File: src/rtl/cache_fill_ctrl_pkg.sv
// Shared definitions for the cache line fill controller: FSM encoding,
// fill source select and default line geometry.
package cache_fill_ctrl_pkg;

  typedef enum logic [1:0] {
    ST_IDLE = 2'd0,
    ST_REQ  = 2'd1,
    ST_WAIT = 2'd2,
    ST_DONE = 2'd3
  } fill_state_t;

  typedef enum logic {
    SRC_I = 1'b0,
    SRC_D = 1'b1
  } fill_src_t;

  localparam int DEF_BEATS = 4;
  localparam int DEF_IDX_W = 5;

  // Byte-offset bits inside one line: log2(beats) beat bits plus 3 for 64-bit beats.
  function automatic int line_ofs_bits(input int beats);
    return $clog2(beats) + 3;
  endfunction

endpackage

File: src/rtl/cache_fill_ctrl.sv
// Cache line fill controller: arbitrates I/D misses (D first), issues one
// line read to memory and streams the returned beats into the selected cache.
//
// state | meaning
// IDLE  | no line in flight; picks dmiss over imiss and latches its address
// REQ   | mem_req held with the aligned line address until mem_gnt
// WAIT  | collecting beats; idle timer aborts the line when it expires
// DONE  | last beat strobe is out; back to IDLE next cycle
module cache_fill_ctrl
  import cache_fill_ctrl_pkg::*;
#(
  parameter int BEATS   = DEF_BEATS,
  parameter int IDX_W   = DEF_IDX_W,
  parameter int TIMEOUT = 255
) (
  input  logic                     clk,
  input  logic                     reset,
  input  logic                     imiss,
  input  logic [31:0]              i_addr,
  input  logic                     dmiss,
  input  logic [31:0]              d_addr,
  output logic                     mem_req,
  output logic [31:0]              mem_addr,
  input  logic                     mem_gnt,
  input  logic                     mem_rvalid,
  input  logic [63:0]              mem_rdata,
  output logic                     ifill,
  output logic                     dfill,
  output logic [IDX_W-1:0]         fill_idx,
  output logic [$clog2(BEATS)-1:0] fill_beat,
  output logic [63:0]              stream,
  output logic                     busy,
  output logic                     err
);

  localparam int BW = $clog2(BEATS);
  localparam int OFS = line_ofs_bits(BEATS);
  localparam int TW = $clog2(TIMEOUT + 1);
  localparam logic [31:0] ALIGN_MASK = ~((32'd1 << OFS) - 32'd1);
  localparam logic [TW-1:0] IDLE_LOAD = TW'(TIMEOUT - 1);
  localparam logic [BW-1:0] LAST_BEAT = BW'(BEATS - 1);

  fill_state_t     state;
  fill_src_t       src;
  fill_src_t       sel_src;
  logic [31:0]     sel_addr;
  logic [BW-1:0]   beat_cnt;
  logic [TW-1:0]   idle_cnt;

  always_comb begin
    sel_addr = i_addr;
    sel_src  = SRC_I;
    if (dmiss) begin
      sel_addr = d_addr;
      sel_src  = SRC_D;
    end
  end

  always_ff @(posedge clk) begin
    if (reset) begin
      state     <= ST_IDLE;
      src       <= SRC_I;
      beat_cnt  <= '0;
      idle_cnt  <= '0;
      mem_req   <= 1'b0;
      mem_addr  <= '0;
      ifill     <= 1'b0;
      dfill     <= 1'b0;
      fill_idx  <= '0;
      fill_beat <= '0;
      stream    <= '0;
      busy      <= 1'b0;
      err       <= 1'b0;
    end else begin
      ifill <= 1'b0;
      dfill <= 1'b0;
      err   <= 1'b0;
      case (state)
        ST_IDLE: begin
          if (dmiss || imiss) begin
            state    <= ST_REQ;
            src      <= sel_src;
            mem_req  <= 1'b1;
            mem_addr <= sel_addr & ALIGN_MASK;
            fill_idx <= IDX_W'(sel_addr >> OFS);
            beat_cnt <= '0;
            busy     <= 1'b1;
          end
        end
        ST_REQ: begin
          if (mem_gnt) begin
            state    <= ST_WAIT;
            mem_req  <= 1'b0;
            idle_cnt <= IDLE_LOAD;
          end
        end
        ST_WAIT: begin
          // A beat wins over an expiring timer in the same cycle.
          if (mem_rvalid) begin
            ifill     <= (src == SRC_I);
            dfill     <= (src == SRC_D);
            stream    <= mem_rdata;
            fill_beat <= beat_cnt;
            beat_cnt  <= beat_cnt + BW'(1);
            idle_cnt  <= IDLE_LOAD;
            if (beat_cnt == LAST_BEAT) begin
              state <= ST_DONE;
            end
          end else if (idle_cnt == '0) begin
            state    <= ST_IDLE;
            beat_cnt <= '0;
            busy     <= 1'b0;
            err      <= 1'b1;
          end else begin
            idle_cnt <= idle_cnt - TW'(1);
          end
        end
        ST_DONE: begin
          state <= ST_IDLE;
          busy  <= 1'b0;
        end
        default: begin
          state <= ST_IDLE;
          busy  <= 1'b0;
        end
      endcase
    end
  end

endmodule

File: config.mk
export PLATFORM = sky130hd
export DESIGN_NAME = cache_fill_ctrl
export DESIGN_NICKNAME = d
export VERILOG_FILES = /design/src/rtl/cache_fill_ctrl_pkg.sv /design/src/rtl/cache_fill_ctrl.sv
export SDC_FILE = /design/constraint.sdc
export NUM_CORES = 1
export LEC_CHECK = 0
export BUFFER_PORTS_ARGS = -buffer_cell sky130_fd_sc_hd__buf_2
export CORE_UTILIZATION = 41
export DETAILED_ROUTE_END_ITERATION = 12
export PLACE_DENSITY = 0.83
export RECOVER_POWER = 25
export SETUP_SLACK_MARGIN = 0.4
export SYNTH_ARGS = -nofsm -noshare
export SYNTH_HDL_FRONTEND = slang
export SYNTH_SLANG_ARGS = --single-unit
File: constraint.sdc
create_clock -name clk -period 1.6 [get_ports clk]
set_input_delay 0.4 -clock clk [delete_from_list [all_inputs] [get_ports clk]]
set_output_delay 0.4 -clock clk [all_outputs]
set_load 0.05 [all_outputs]
==> impl_results.md, run 1 <==
- H-tree Lvls: 3
- Clk pwr share: 12.9%
- # diodes: 0
- Multi-input gate area: 0.00339 mm^2
- CP max FO: 7
- Pre-CTS setup slack: 0.0433 ns
- Failing checks: setup timing
- Die W: 107 um
- TritonCTS Sinks: 111
- Syn Inst Count: 532
- Fin Clk Skew: 0.0222 ns
- Max-slew violations: 0
- Vias in the first global route: 4498
- Worst-Skew Late Latency: 0.39 ns
- Clock Path Buffers: 2
- Arrival time at the worst endpoint: 2.12 ns
- Register bit total from synthesis: 111
- Routed Wire Length: 22.6 mm
- Crit path time final: 1.81 ns
- M1 wire length: 8.00 mm
- 1st-pass router iterations: 5
- Starting DRT DRC Count: 462
- Mapped Area: 0.00455 mm^2
- Final non-filler cell total: 952
- Ys async rst share: 0%
- Final ANT Viol Nets: 0
- Final setup viols: 6
- Post-Synth XOR/XNOR Area: 0%
- Yosys top cell area share: 48.8%
- CTS root buf: clkbuf_8
- Complex-gate fraction of the synthesized area: 17.1%
- Share of cells above drive strength 1: 81.8%
- Placed inst area: 0.00594 mm^2
- Worst slew margin: 66.5%
- Critical Path Source Type: flip-flop
- Met2 routed WL: 11.8 mm
- Register area: 0.00238 mm^2
- Via density: 5.84
- Achievable frequency: 553 MHz
- WP data required: 1.91 ns
- Comb pwr share: 59.2%
- Port Buffers: 226
- Crit path kind: flip-flop to flip-flop
- Fillers: 430
- Wire length per cell: 23.7 um
- Hold Buf Count CTS: 0
- Netlist cell types: 49
- Power Density: 1560 mW/mm^2
- Post-Synth Simple-Gate Area: 19.1%
- Initial core utilization: 42.0%
- Detail Route met3 WL: 1.48 mm
- Vias: 5561
- Pleak: 0.00413 uW
- CTS tree: yes
- Mux contribution to synthesized area: 6.85%
- RSZ-0062 raised after global routing: yes
- Total gr overflow: 0
- Site row count: 38
- All-Layer GR Usage: 23.8%
- Internal power: 8020 uW
- Worst-Margin Slew: 0.501 ns
- Outcome: complete, but fails checks
- IO Pins: 242
- Global-route wire length before repair: 21.6 mm
- FF-to-FF setup slack: -0.21 ns
- RD Place Congestion: 0.805
- Largest family of logic cells by synthesized area: simple AND/OR/NAND/NOR gates
- Placed insts: 870
- Register area share after synthesis: 48.8%
- Area Overhead vs Synth: 105%
- Flop pwr share: 28.0%
- Post-synth top area cell: dfxtp_1
- Synth Area in Adders: 2.20%
- Switching Share: 45.0%
- Top FF cell, synth: dfxtp_1
- Synth warnings: 0
- Post-synth EDFFs: 0
- HP Class: input port to flip-flop
- Worst vdd ir: 0.00135 V
- Die Ht: 107 um
- Max layer used: met4
- Reg clk slew, reported paths: 0.13 ns
- Synthesized area per cell: 8.55 um^2
- Core area: 0.0108 mm^2
- Total CTS buffers: 9
- Max-cap violations: 0
- NetSw: 6550 uW
- Fin. Hold Viols: 0
- Post-route cell area: 0.00933 mm^2
- Synth top area cells: dfxtp_1 (49%), nand2_1 (11%), a21oi_1 (8.5%), mux2i_1 (6.6%), a211oi_1 (4.9%)
- Maximum number of pins on one net before global-route repair: 55
- Post-DP HPWL: 8.43 mm
- Fin crit share: 113%
- Setup crit end kind: flip-flop
- Final net count: 949
- Final setup margin: -0.208 ns
- Antenna violations before repair: 0
- Number of remaining DRC errors: 0
- Die area: 0.0115 mm^2
## critical path, cell delays in order (launching register included)
cell and delay (ns):
dfxtp_4 0.39, inv_6 0.08, ha_4 0.22, buf_4 0.16
nand2b_1 0.14, a21oi_1 0.39, o21ai_0 0.20, a21oi_2 0.15
## sequential cells by signal, indices dropped and copies added (netlist names)
register and flops:
stream 64, mem_addr 23, idle_cnt 8, fill_idx 4
beat_cnt 2, fill_beat 2, state 2, busy 1
dfill 1, err 1, ifill 1, mem_req 1
src 1
## metal layers
layer	vias to the layer above	global-route usage, %
li1	2364	-
met1	2738	25.6
met2	349	44.8
met3	110	4.84
met4	0	10.1
met5	-	0
## cell usage in the layout (no fill, tap or decap), drive strengths merged, types with 8 or more instances in the layout
master | synthesis | routed
buf | 27 | 294
dfxtp | 111 | 111
ha | 8 | 8
nor2 | 36 | 36
a21oi | 77 | 77
nand2 | 138 | 139
mux2i | 30 | 30
inv | 8 | 11
clkbuf | 19 | 21
a211oi | 30 | 30
## cell families (layout without fill, tap and decap cells)
logic type / count (synthesis) / in the layout
AOI/OAI and AO/OA: 127 / 127
adders and majority gates: 8 / 8
buffers and inverters: 54 / 329
DFF: 111 / 111
muxes: 31 / 31
other: 1 / 5
and+or+nand+nor: 200 / 201
## synth_stat cells, types with 3 or more instances
cell	n
nand2_1	137
dfxtp_1	111
a21oi_1	77
nor2_1	36
a211oi_1	30
mux2i_1	30
clkbuf_1	18
buf_4	11
buf_2	10
ha_1	8
inv_1	8
buf_1	6
a311oi_1	5
o21ai_0	3
## final timing paths
check                 to  depth (start not counted)          from
max          beat_cnt[0]                          7      state[0]
min reg2reg   stream[23]                          2    stream[23]
min            stream[3]                          3  mem_rdata[3]
max reg2reg  beat_cnt[0]                          7      state[0]
## power groups by stage
stage / combinational (uW) / clock, uW / sequential (uW)
floorplan: 2380 / 0 / 5030
global placement: 4520 / 0 / 3690
detailed placement: 4580 / 0 / 3720
CTS: 5860 / 1830 / 3890
global route: 8890 / 1990 / 4120
finish: 8620 / 1870 / 4080
## per-stage QoR
stage / TNS [ns] / power (uW) / hold WS [ns] / utilization [%]
after floorplan: 0 / 7410 / 0.414 / -
after global placement: 0 / 8210 / 0.439 / 54.8
after detailed placement: 0 / 8290 / 0.443 / 54.8
after CTS: 0 / 11600 / 0.219 / 68.9
after global routing: -1.26 / 15000 / 0.227 / 86.1
final: -0.541 / 14600 / 0.243 / 86.1
## repair_timing
action                     in CTS  in global routing
hold endpoints to repair        0                  0
gates resized for setup       397                332
buffers inserted               19                 30
setup endpoints to repair     213                213
pin swaps                      11                120
gates cloned                    1                 16
## cell type report
type / count / area share, %
Multi-Input combinational cell: 372 / 36.3
Timing Repair Buffer: 305 / 33.6
Sequential cell: 111 / 25.5
Tap cell: 140 / 1.88
Clock buffer: 10 / 1.47
Clock inverter: 6 / 0.805
Inverter: 8 / 0.429
(Power assumes the default switching activity.)
==> run 2, diff against run 1 <==
--- a/config.mk
+++ b/config.mk
@@ -8,6 +8,7 @@
 export BUFFER_PORTS_ARGS = -buffer_cell sky130_fd_sc_hd__buf_2
 export CORE_UTILIZATION = 41
 export DETAILED_ROUTE_END_ITERATION = 12
+export MAX_ROUTING_LAYER = met4
 export PLACE_DENSITY = 0.83
 export RECOVER_POWER = 25
 export SETUP_SLACK_MARGIN = 0.4
==> impl_results.md, run 2 (synthesis gave the netlist of run 1 again) <==
- Worst vdd ir: 0.00142 V (+5.3%)
- Final setup viols: 7 (+1)
- Max-slew violations: 0 (unchanged)
- 1st-pass router iterations: 5 (unchanged)
- Failing checks: setup timing
- All-Layer GR Usage: 24.6% (+0.73 points)
- RD Place Congestion: 0.817 (+1.5%)
- Maximum number of pins on one net before global-route repair: 55 (unchanged)
- Total gr overflow: 0 (unchanged)
- Die area: 0.0115 mm^2 (unchanged)
- Outcome: complete, but fails checks
- Fillers: 451 (+4.9%)
- Die W: 107 um (unchanged)
- Total power: 14500 uW (-0.27%)
- HP Class: input port to flip-flop
- Total CTS buffers: 9 (unchanged)
- Post-route cell area: 0.00934 mm^2 (about the same)
- Antenna violations before repair: 0 (unchanged)
- Setup crit end kind: flip-flop
- CP max stage cell: dfxtp_4
- Power Density: 1560 mW/mm^2 (-0.32%)
- WP buf/inv: 2 (unchanged)
- Largest register FFs: 64 (unchanged)
- Placed inst area: 0.00594 mm^2 (unchanged)
- Number of remaining DRC errors: 0 (unchanged)
- TritonCTS Sinks: 111 (unchanged)
- Top delay family on crit path: compound AO/OA/AOI/OAI gates
- Wire length per cell: 24.0 um (+1.1%)
- Fin crit share: 107% (-6.3 points)
- Final setup margin: -0.108 ns (+0.101 ns)
- Commonest non-fill, non-tap cell in the layout: buf_2
- Cell Chain, Critical Path: inv_6, ha_4, buf_4, nand2b_1, a21oi_1, o21ai_0, a21oi_2
- Die Ht: 107 um (unchanged)
- Biggest regs: stream (64), mem_addr (23), idle_cnt (8)
- Post-DP HPWL: 8.43 mm (unchanged)
- Vias in the first global route: 4474 (-0.53%)
- Final non-filler cell total: 958 (+0.63%)
- Hold Buf Count CTS: 0 (unchanged)
- Arrival time at the worst endpoint: 2.01 ns (-0.11 ns)
- Worst-Skew Late Latency: 0.38 ns (about the same)
- Starting DRT DRC Count: 429 (-7.1%)
- Crit path kind: flip-flop to flip-flop
- Global-route wire length before repair: 21.7 mm (+0.25%)
- Area Overhead vs Synth: 105% (about the same)
- H-tree Lvls: 3 (unchanged)
- Fin Clk Skew: 0.0153 ns (-0.00686 ns)
- CP max FO: 7 (unchanged)
- Site row count: 38 (unchanged)
- Reg clk slew, reported paths: 0.12 ns (about the same)
- Share of cells above drive strength 1: 80.7% (-1.1 points)
- Commonest cells after routing, fill and taps aside: buf_2 (122), buf_8 (101), dfxtp_2 (98)
- Final net count: 955 (+0.63%)
- Clock Path Buffers: 2 (unchanged)
- Crit-path max cell delay: 0.39 ns (about the same)
- Port Buffers: 226 (unchanged)
- Achievable frequency: 586 MHz (+5.9%)
- Routed Wire Length: 23.0 mm (+1.7%)
- Via density: 5.76 (-1.5%)
- Final ANT Viol Nets: 0 (unchanged)
- WP data required: 1.90 ns (about the same)
- Critical Path Source Type: flip-flop
- Vias: 5514 (-0.85%)
- Fin. Hold Viols: 0 (unchanged)
- IO Pins: 242 (unchanged)
- Most flops, register: stream
- Pleak: 0.00412 uW (-0.21%)
- Initial core utilization: 42.0% (unchanged)
- # diodes: 0 (unchanged)
- Core area: 0.0108 mm^2 (unchanged)
- Crit path time final: 1.71 ns (-0.101 ns)
- CTS root buf: clkbuf_8
- RSZ-0062 raised after global routing: yes
- FF-to-FF setup slack: -0.11 ns (+0.10 ns)
- Placed insts: 870 (unchanged)
- Max-cap violations: 0 (unchanged)
- CTS tree: yes
[run 2: cell types whose count changed in the layout (fill, tap and decap cells not counted), sizes merged]
cell / before / now
buf: 294 / 300
nand2: 139 / 140
clkbuf: 21 / 20
[run 2: area by class of cell]
| type | instances | area, um^2 | share of cell area (%) |
|---|---|---|---|
| Clock buffer | 10 | 138 | 1.47 |
| Tap cell | 140 | 175 | 1.88 |
| Multi-Input combinational cell | 373 | 3370 | 36.1 |
| Sequential cell | 111 | 2370 | 25.4 |
| Timing Repair Buffer | 310 | 3160 | 33.9 |
| Inverter | 8 | 40.0 | 0.429 |
| Clock inverter | 6 | 75.1 | 0.804 |
[run 2: where the power goes]
| group | internal [uW] | switching (uW) | leakage [uW] |
|---|---|---|---|
| clock network | 794 | 1060 | 0.000105 |
| registers | 3390 | 680 | 0.000953 |
| logic | 3790 | 4810 | 0.00306 |
[run 2: tightest hold or removal path: stages]
cell and delay, ns:
buf_2 0.11, nand2_4 0.05, a21oi_2 0.04
[run 2: through the flow]
step	hold WS [ns]	setup TNS [ns]	worst slack (ns)	util [%]
3_3_place_gp	0.439	0	0.0789	54.8
6_report	0.242	-0.401	-0.108	86.1
3_5_place_dp	0.443	0	0.0433	54.8
2_1_floorplan	0.414	0	0.147	-
5_1_grt	0.226	-0.707	-0.161	86.1
4_1_cts	0.219	0	0.0997	68.9
[run 2: what timing repair did]
action / in CTS / in global routing
resized for setup: 397 / 323
buffers inserted: 19 / 36
endpoints found under the setup margin: 213 / 213
endpoints found under the hold margin: 0 / 0
cloned: 1 / 16
pin swaps: 11 / 94
[run 2: path summary, 6_finish.rpt]
| check | start | endpoint | cells past startpoint |
|---|---|---|---|
| worst max-delay path | state[0] | beat_cnt[0] | 7 |
| worst min-delay path | mem_rdata[0] | stream[0] | 3 |
| worst max register to register | state[0] | beat_cnt[0] | 7 |
| worst min register to register | stream[29] | stream[29] | 2 |
[run 2: per-layer routing]
| metal | vias to the layer above | global-route usage, % | wire (um) |
|---|---|---|---|
| li1 | 2369 | - | - |
| met1 | 2736 | 26.0 | 8340 |
| met2 | 313 | 44.9 | 12100 |
| met3 | 96 | 4.66 | 1230 |
| met4 | 0 | 9.59 | 1250 |
| met5 | - | - | 0 |
